`src/rtl/mux4to1_rr_16bit.sv`:
```
// mux4to1_rr_16bit: 4-channel valid/ready merger into one registered slot, tagged with source index.
// Optional MUX4_FIXED_PRIORITY_EN replaces round-robin with fixed priority 0>1>2>3.
`default_nettype none

module mux4to1_rr_16bit #(
  parameter int width = 16
) (
  input  logic             clk,
  input  logic             reset,
  input  logic [width-1:0] in1,
  input  logic [width-1:0] in2,
  input  logic [width-1:0] in3,
  input  logic [width-1:0] in4,
  input  logic [3:0]       in_valid,
  output logic [3:0]       in_ready,
  output logic [width-1:0] out,
  output logic [1:0]       out_sel,
  output logic             out_valid,
  input  logic             out_ready,
  output logic [7:0]       xfer_cnt
);

  logic       load_en;
  logic       found;
  logic [1:0] grant;
  logic [1:0] idx;
  logic       accept;

  assign load_en = !out_valid | out_ready;

`ifdef MUX4_FIXED_PRIORITY_EN
  always_comb begin
    found = 1'b0;
    grant = 2'd0;
    idx   = 2'd0;
    for (int k = 0; k < 4; k++) begin
      idx = 2'(k);
      if (!found && in_valid[idx]) begin
        found = 1'b1;
        grant = idx;
      end
    end
  end
`else
  logic [1:0] last;

  // Search starts just after the last winner so every channel waits at most 3 grants.
  always_comb begin
    found = 1'b0;
    grant = 2'd0;
    idx   = 2'd0;
    for (int k = 1; k <= 4; k++) begin
      idx = last + 2'(k);
      if (!found && in_valid[idx]) begin
        found = 1'b1;
        grant = idx;
      end
    end
  end

  always_ff @(posedge clk) begin
    if (reset) begin
      last <= 2'd3;
    end else if (accept) begin
      last <= grant;
    end
  end
`endif

  always_comb begin
    in_ready = 4'b0000;
    if (!reset && load_en && found) begin
      in_ready[grant] = 1'b1;
    end
  end

  assign accept = |(in_ready & in_valid);

  always_ff @(posedge clk) begin
    if (reset) begin
      out       <= '0;
      out_sel   <= 2'd0;
      out_valid <= 1'b0;
      xfer_cnt  <= 8'd0;
    end else if (accept) begin
      case (grant)
        2'd0:    out <= in1;
        2'd1:    out <= in2;
        2'd2:    out <= in3;
        default: out <= in4;
      endcase
      out_sel   <= grant;
      out_valid <= 1'b1;
      xfer_cnt  <= xfer_cnt + 8'd1;
    end else if (out_ready) begin
      out_valid <= 1'b0;
    end
  end

endmodule

`default_nettype wire

```
`config.mk`:
```
export PLATFORM = sky130hd
export DESIGN_NAME = mux4to1_rr_16bit
export DESIGN_NICKNAME = d
export VERILOG_FILES = /design/src/rtl/mux4to1_rr_16bit.sv
export SDC_FILE = /design/constraint.sdc
export NUM_CORES = 1
export LEC_CHECK = 0
export CORE_UTILIZATION = 38
export CTS_CLUSTER_SIZE = 28
export DETAILED_ROUTE_END_ITERATION = 16
export GPL_TIMING_DRIVEN = 0
export PLACE_DENSITY = 0.81
export SYNTH_ARGS = -nofsm -noshare
export SYNTH_HDL_FRONTEND = slang
export SYNTH_SLANG_ARGS = --single-unit
```
`constraint.sdc`:
```
create_clock -name clk -period 2.6 [get_ports clk]
set_input_delay 0.52 -clock clk [delete_from_list [all_inputs] [get_ports clk]]
set_output_delay 0.52 -clock clk [all_outputs]
set_load 0.02 [all_outputs]
```
# == Word level (Yosys, flattened, before mapping) ==
# Cells that the tools add are included.
# op_classes
add_sub_neg,4
mul,0
div,0
order_cmp,6
n_eq_ne,2
shift,0
n_mux,22
bitwise_logic,2
n_reduce_logical,14
# ops
cell,n
16-bit case mux with 3 select lines,1
2-bit by 3-bit less-than comparator with 1-bit output (second input constant),5
1-bit two-way mux,11
8-bit by 1-bit adder with 8-bit output (second input constant),1
1-bit binary-select mux with 2-bit select,4
2-bit two-way mux,4
1-bit logical AND,6
1-bit logical NOT,5
2-bit adder (second input constant),2
4-bit AND,1
4-bit two-way mux,1
4-bit OR reduction,1
2-bit by 1-bit adder with 2-bit output (second input constant),1
1-bit demux with 2-bit select,1
2-bit by 1-bit equality test with 1-bit output (second input constant),1
2-bit equality test (second input constant),1
2-bit by 1-bit greater-or-equal comparator with 1-bit output (second input constant),1
2-bit logical NOT,1
2-bit nonzero test,1
1-bit OR,1
# totals
reg_bits,29
latchBits,0
ram_bits,0
mem_bits_ro,0
inputBits,71
word_cells,55
mem_count,0

# == Logic depth before layout (Yosys ltp) ==
# depth
depth_word,21
ltp_mapped,7
depth_no_buf,5

# == Worst setup path after synthesis ==
# OpenSTA, ideal clock, no wires.
# synth_path
path_type,input to output
startpoint,input in_valid[3]
endpoint,output in_ready[2]
arrival_time_ns,2.003
setup_slack_ns,0.077
stages,6
path_buffers,2
path_cell_list,nor2b_4 -> o21a_1 -> or3_1 -> buf_4 -> clkbuf_1 -> nor3_1
# synth_via
elab_chain_len,17
elab_cells_between_ends,29
# synth_rtl
element,line_no,rtl
from (decl),14,"input logic [3:0] in_valid,"
1-bit binary-select mux with 2-bit select,54,if (!found && in_valid[idx]) begin
1-bit two-way mux (not written as such),54,
1-bit two-way mux,54,
1-bit logical NOT,54,
1-bit logical AND,54,
1-bit two-way mux,54,
1-bit logical NOT,54,
1-bit logical AND,54,
1-bit two-way mux,54,
1-bit logical NOT,54,
1-bit logical AND,54,
2-bit two-way mux,54,
2-bit by 3-bit less-than comparator with 1-bit output (not written as such) / 2-bit by 1-bit greater-or-equal comparator with 1-bit output (equally long branches),73,in_ready[grant] = 1'b1;
1-bit logical AND (not written as such),73,
1-bit two-way mux (not written as such),73,
1-bit demux with 2-bit select,73,
4-bit two-way mux *,72,if (!reset && load_en && found) begin
to (decl),15,"output logic [3:0] in_ready,"
# Every way passes the cells marked *; elsewhere a longest branch is shown, timed or not. The select of a mux whose other input is x is not followed.

# == Worst setup path after layout ==
# Same ends and word-level chain as after synthesis.

==> flow_metrics.env <==
export IMPL_die_y_um=69.4
export IMPL_slew_viol_final=0
export IMPL_seq_area_frac_synth=0.336
export IMPL_power_mw=1.42
export IMPL_p_leak_nw=1.22
export IMPL_numCtsBuffers=5
export IMPL_netlist_area_sq_um=1730
export IMPL_required_ns=2.08
export IMPL_period_needed_ns=2.53
export IMPL_power_frac_seq=0.357
export IMPL_cp_arrival_ns=2.01
export IMPL_post_place_ws_ns=-0.880
export IMPL_maxCapViolations=0
export IMPL_setup_viol=0
export IMPL_dpl_instance_area_sq_um=2800
export IMPL_htreeDepth=2
export IMPL_gp_congestion=0.778
export IMPL_worst_path_buf_inv=3
export IMPL_dieWidth_um=69.4
export IMPL_grt_antenna_before_repair=0
export IMPL_cts_tree="yes"
export IMPL_seq_area_sq_um=581
export IMPL_powerDensity_nw_per_um2=467
export IMPL_yosys_warnings=0
export IMPL_vdd_ir_drop_worst_uv=304
export IMPL_fin_area_sq_um=3040
export IMPL_grt_pass1_vias=1864
export IMPL_port_buffers=101
export IMPL_areaGrowthSynthToFinish_pct=76.1
export IMPL_wl_per_cell_um=14.4
export IMPL_critPathKind="input port to output pin"
export IMPL_core_sq_um=4350
export IMPL_synth_top_area_cell="dfxtp_1"
export IMPL_hold_buffers=0
export IMPL_dieArea_sq_um=4820
export IMPL_clock_fmax_ghz=0.395
export IMPL_yosysTopAreaCellShare=0.336
export IMPL_nNetsFinal=375
export IMPL_multi_input_comb_area_sq_um=1110
export IMPL_min_path_type="register to register"
export IMPL_crit_chain="dlygate4sd2_1 -> nor2b_4 -> o21a_1 -> or3_1 -> buf_6 -> nor3_4 -> buf_6"
export IMPL_cp_max_fo=11
export IMPL_cts_root_buffer="clkbuf_8"
export IMPL_rows=24
export IMPL_cp_common_cell="buf_6"
export IMPL_fillers=357
export IMPL_synth_seq_cells=29
export IMPL_cp_top_family="simple AND/OR/NAND/NOR gates"
export IMPL_insertion_delay_ns=0.28
export IMPL_track_usage=0.226
export IMPL_synthTopCellsByArea="dfxtp_1 (34%), mux2i_1 (13%), nor2_1 (5.4%), mux2_4 (5.2%), nor4b_1 (5.1%)"
export IMPL_worst_slack_ns=0.0707
export IMPL_rsz0062_at_grt="false"
export IMPL_critPathCaptureType="output pin"
export IMPL_syn_avg_cell_area_sq_um=9.38
export IMPL_slowest_delay_ns=0.36
export IMPL_tightest_slew_ns=0.488
export IMPL_initial_core_util=0.397
export IMPL_grt_overflow=0
export IMPL_grt_pass1_wl_mm=8.71
export IMPL_cts_clk_slew_worst_paths_ns=0.06
export IMPL_synthCells=184
export IMPL_dp_hpwl_mm=3.87
export IMPL_boundaryPins=102
export IMPL_slew_headroom=0.675
export IMPL_p_sw_mw=0.442
export IMPL_first_pass_iters=4
export IMPL_power_switching_share=0.311
export IMPL_antennaDiodeCount=0
export IMPL_clkPwrFrac=0.257
export IMPL_status="finished, final reports clean"
export IMPL_drc=0
export IMPL_postRouteAntennaNets=0
export IMPL_crit_slowest_cell="or3_1"
export IMPL_vias=1839
export IMPL_fin_skew_ns=0.00654
export IMPL_power_internal_mw=0.978
export IMPL_final_setup_tns_ns=0
export IMPL_start_kind="input port"
export IMPL_grt_start_max_net_pins=14
export IMPL_dr_first_iter_drc_count=48
export IMPL_syn_nets=256
export IMPL_ys_types=34
export IMPL_combPwrFrac=0.385
export IMPL_vias_per_cell=5.17
export IMPL_routed_wl_mm=5.14
export IMPL_cts_num_sinks=29
export IMPL_fin_crit_sh=0.973
export IMPL_hold_viol=0
export IMPL_cts_buffer_depth=2
export IMPL_drive_gt1_frac=0.174
==> Yosys cell counts <==
master,count
nand2b_1,2
clkbuf_1,9
ha_1,1
o21a_1,1
buf_6,2
a2111oi_1,7
or2_2,1
or3_1,2
o21bai_1,1
buf_4,3
o221ai_2,1
nand3b_1,6
dfxtp_1,29
nor4_1,1
mux2i_1,22
nor2b_1,4
a211o_1,1
xnor2_1,1
nor2b_4,1
nor4b_1,10
and2_1,1
a2111oi_0,3
mux2_4,6
nand4_1,4
nor3_1,4
nand2_1,5
and3_1,2
a21oi_1,3
a211oi_1,10
xor2_1,6
nor2_1,25
buf_2,3
o21ai_2,6
o21ai_0,1
==> stage by stage <==
stage	instances	hold slack (ns)	utilization
floorplan	184	0.522	-
finish	356	0.487	0.698
detailed placement	337	0.475	0.644
global route	356	0.521	0.698
global placement	337	0.470	0.644
CTS	346	0.487	0.674
==> timing repair <==
action / in CTS / in global routing
setup endpoints to repair: 4 / 4
resized for setup: 30 / 15
buffers inserted: 2 / 10
pin swaps: 1 / 3
==> kinds of logic after synthesis <==
family / count (synthesis) / synth area share
DFF: 29 / 0.336
buffers and inverters: 17 / 0.0543
and+or+nand+nor: 68 / 0.223
xor gates and xnor gates: 7 / 0.0355
AOI/OAI and AO/OA: 34 / 0.164
muxes: 28 / 0.180
adders and majority gates: 1 / 0.00725
==> placed cells by master (no fill, tap or decap), drive strengths merged <==
cell type and instances:
a2111oi 10, a211o 1, a211oi 10, a21oi 3
and2 1, and3 2, buf 24, clkbuf 14
clkdlybuf4s50 91, clkinv 2, clkinvlp 1, dfxtp 29
dlygate4sd2 4, dlymetal6s2s 1, ha 1, mux2 6
mux2i 22, nand2 5, nand2b 2, nand3b 6
nand4 4, nor2 25, nor2b 5, nor3 4
nor4 1, nor4b 10, o21a 1, o21ai 7
o21bai 1, o221ai 1, or2 1, or3 2
xnor2 1, xor2 6
==> worst paths after layout <==
check | from | depth (start not counted) | slack [ns] | endpoint
setup / recovery | in_valid[3] | 7 | 0.07 | in_ready[2]
hold / removal | out[3] | 2 | 0.49 | out[3]
setup reg to reg | last[0] | 8 | 0.38 | out[7]
hold reg to reg | out[3] | 2 | 0.49 | out[3]
==> metal layers <==
layer	routed length, um	track usage	vias up
li1	-	-	919
met1	2180	0.278	862
met2	2640	0.389	51
met3	230	0.0422	7
met4	95	0.0839	0
met5	0	0	-
==> power by group through the flow <==
stage	Sequential [mW]	Combinational (mW)	Clock, mW
floorplan	0.559	0.229	0
detailed placement	0.517	0.506	0
CTS	0.508	0.517	0.372
finish	0.507	0.547	0.366
global placement	0.515	0.497	0
global route	0.514	0.585	0.395
==> registers in the layout (all words and copies together) (netlist names) <==
signal     count
last           2
out           16
xfer_cnt       8
out_sel        2
out_valid      1
==> area by class of cell <==
class	instances	share of cell area
buffer	16	0.0391
clock inverter	3	0.00576
sequential	29	0.191
tap	52	0.0214
clock buffer	5	0.0226
multi-input combinational	138	0.365
timing repair buffer	113	0.355
==> worst register-to-register path, stage by stage (launching register included) <==
cell       delay, ns
dfxtp_1         0.40
nand2b_1        0.22
a21oi_1         0.10
or3_1           0.33
buf_6           0.16
buf_4           0.13
buf_6           0.15
mux2i_1         0.15
a2111oi_1       0.46
(Power assumes the default switching activity.)
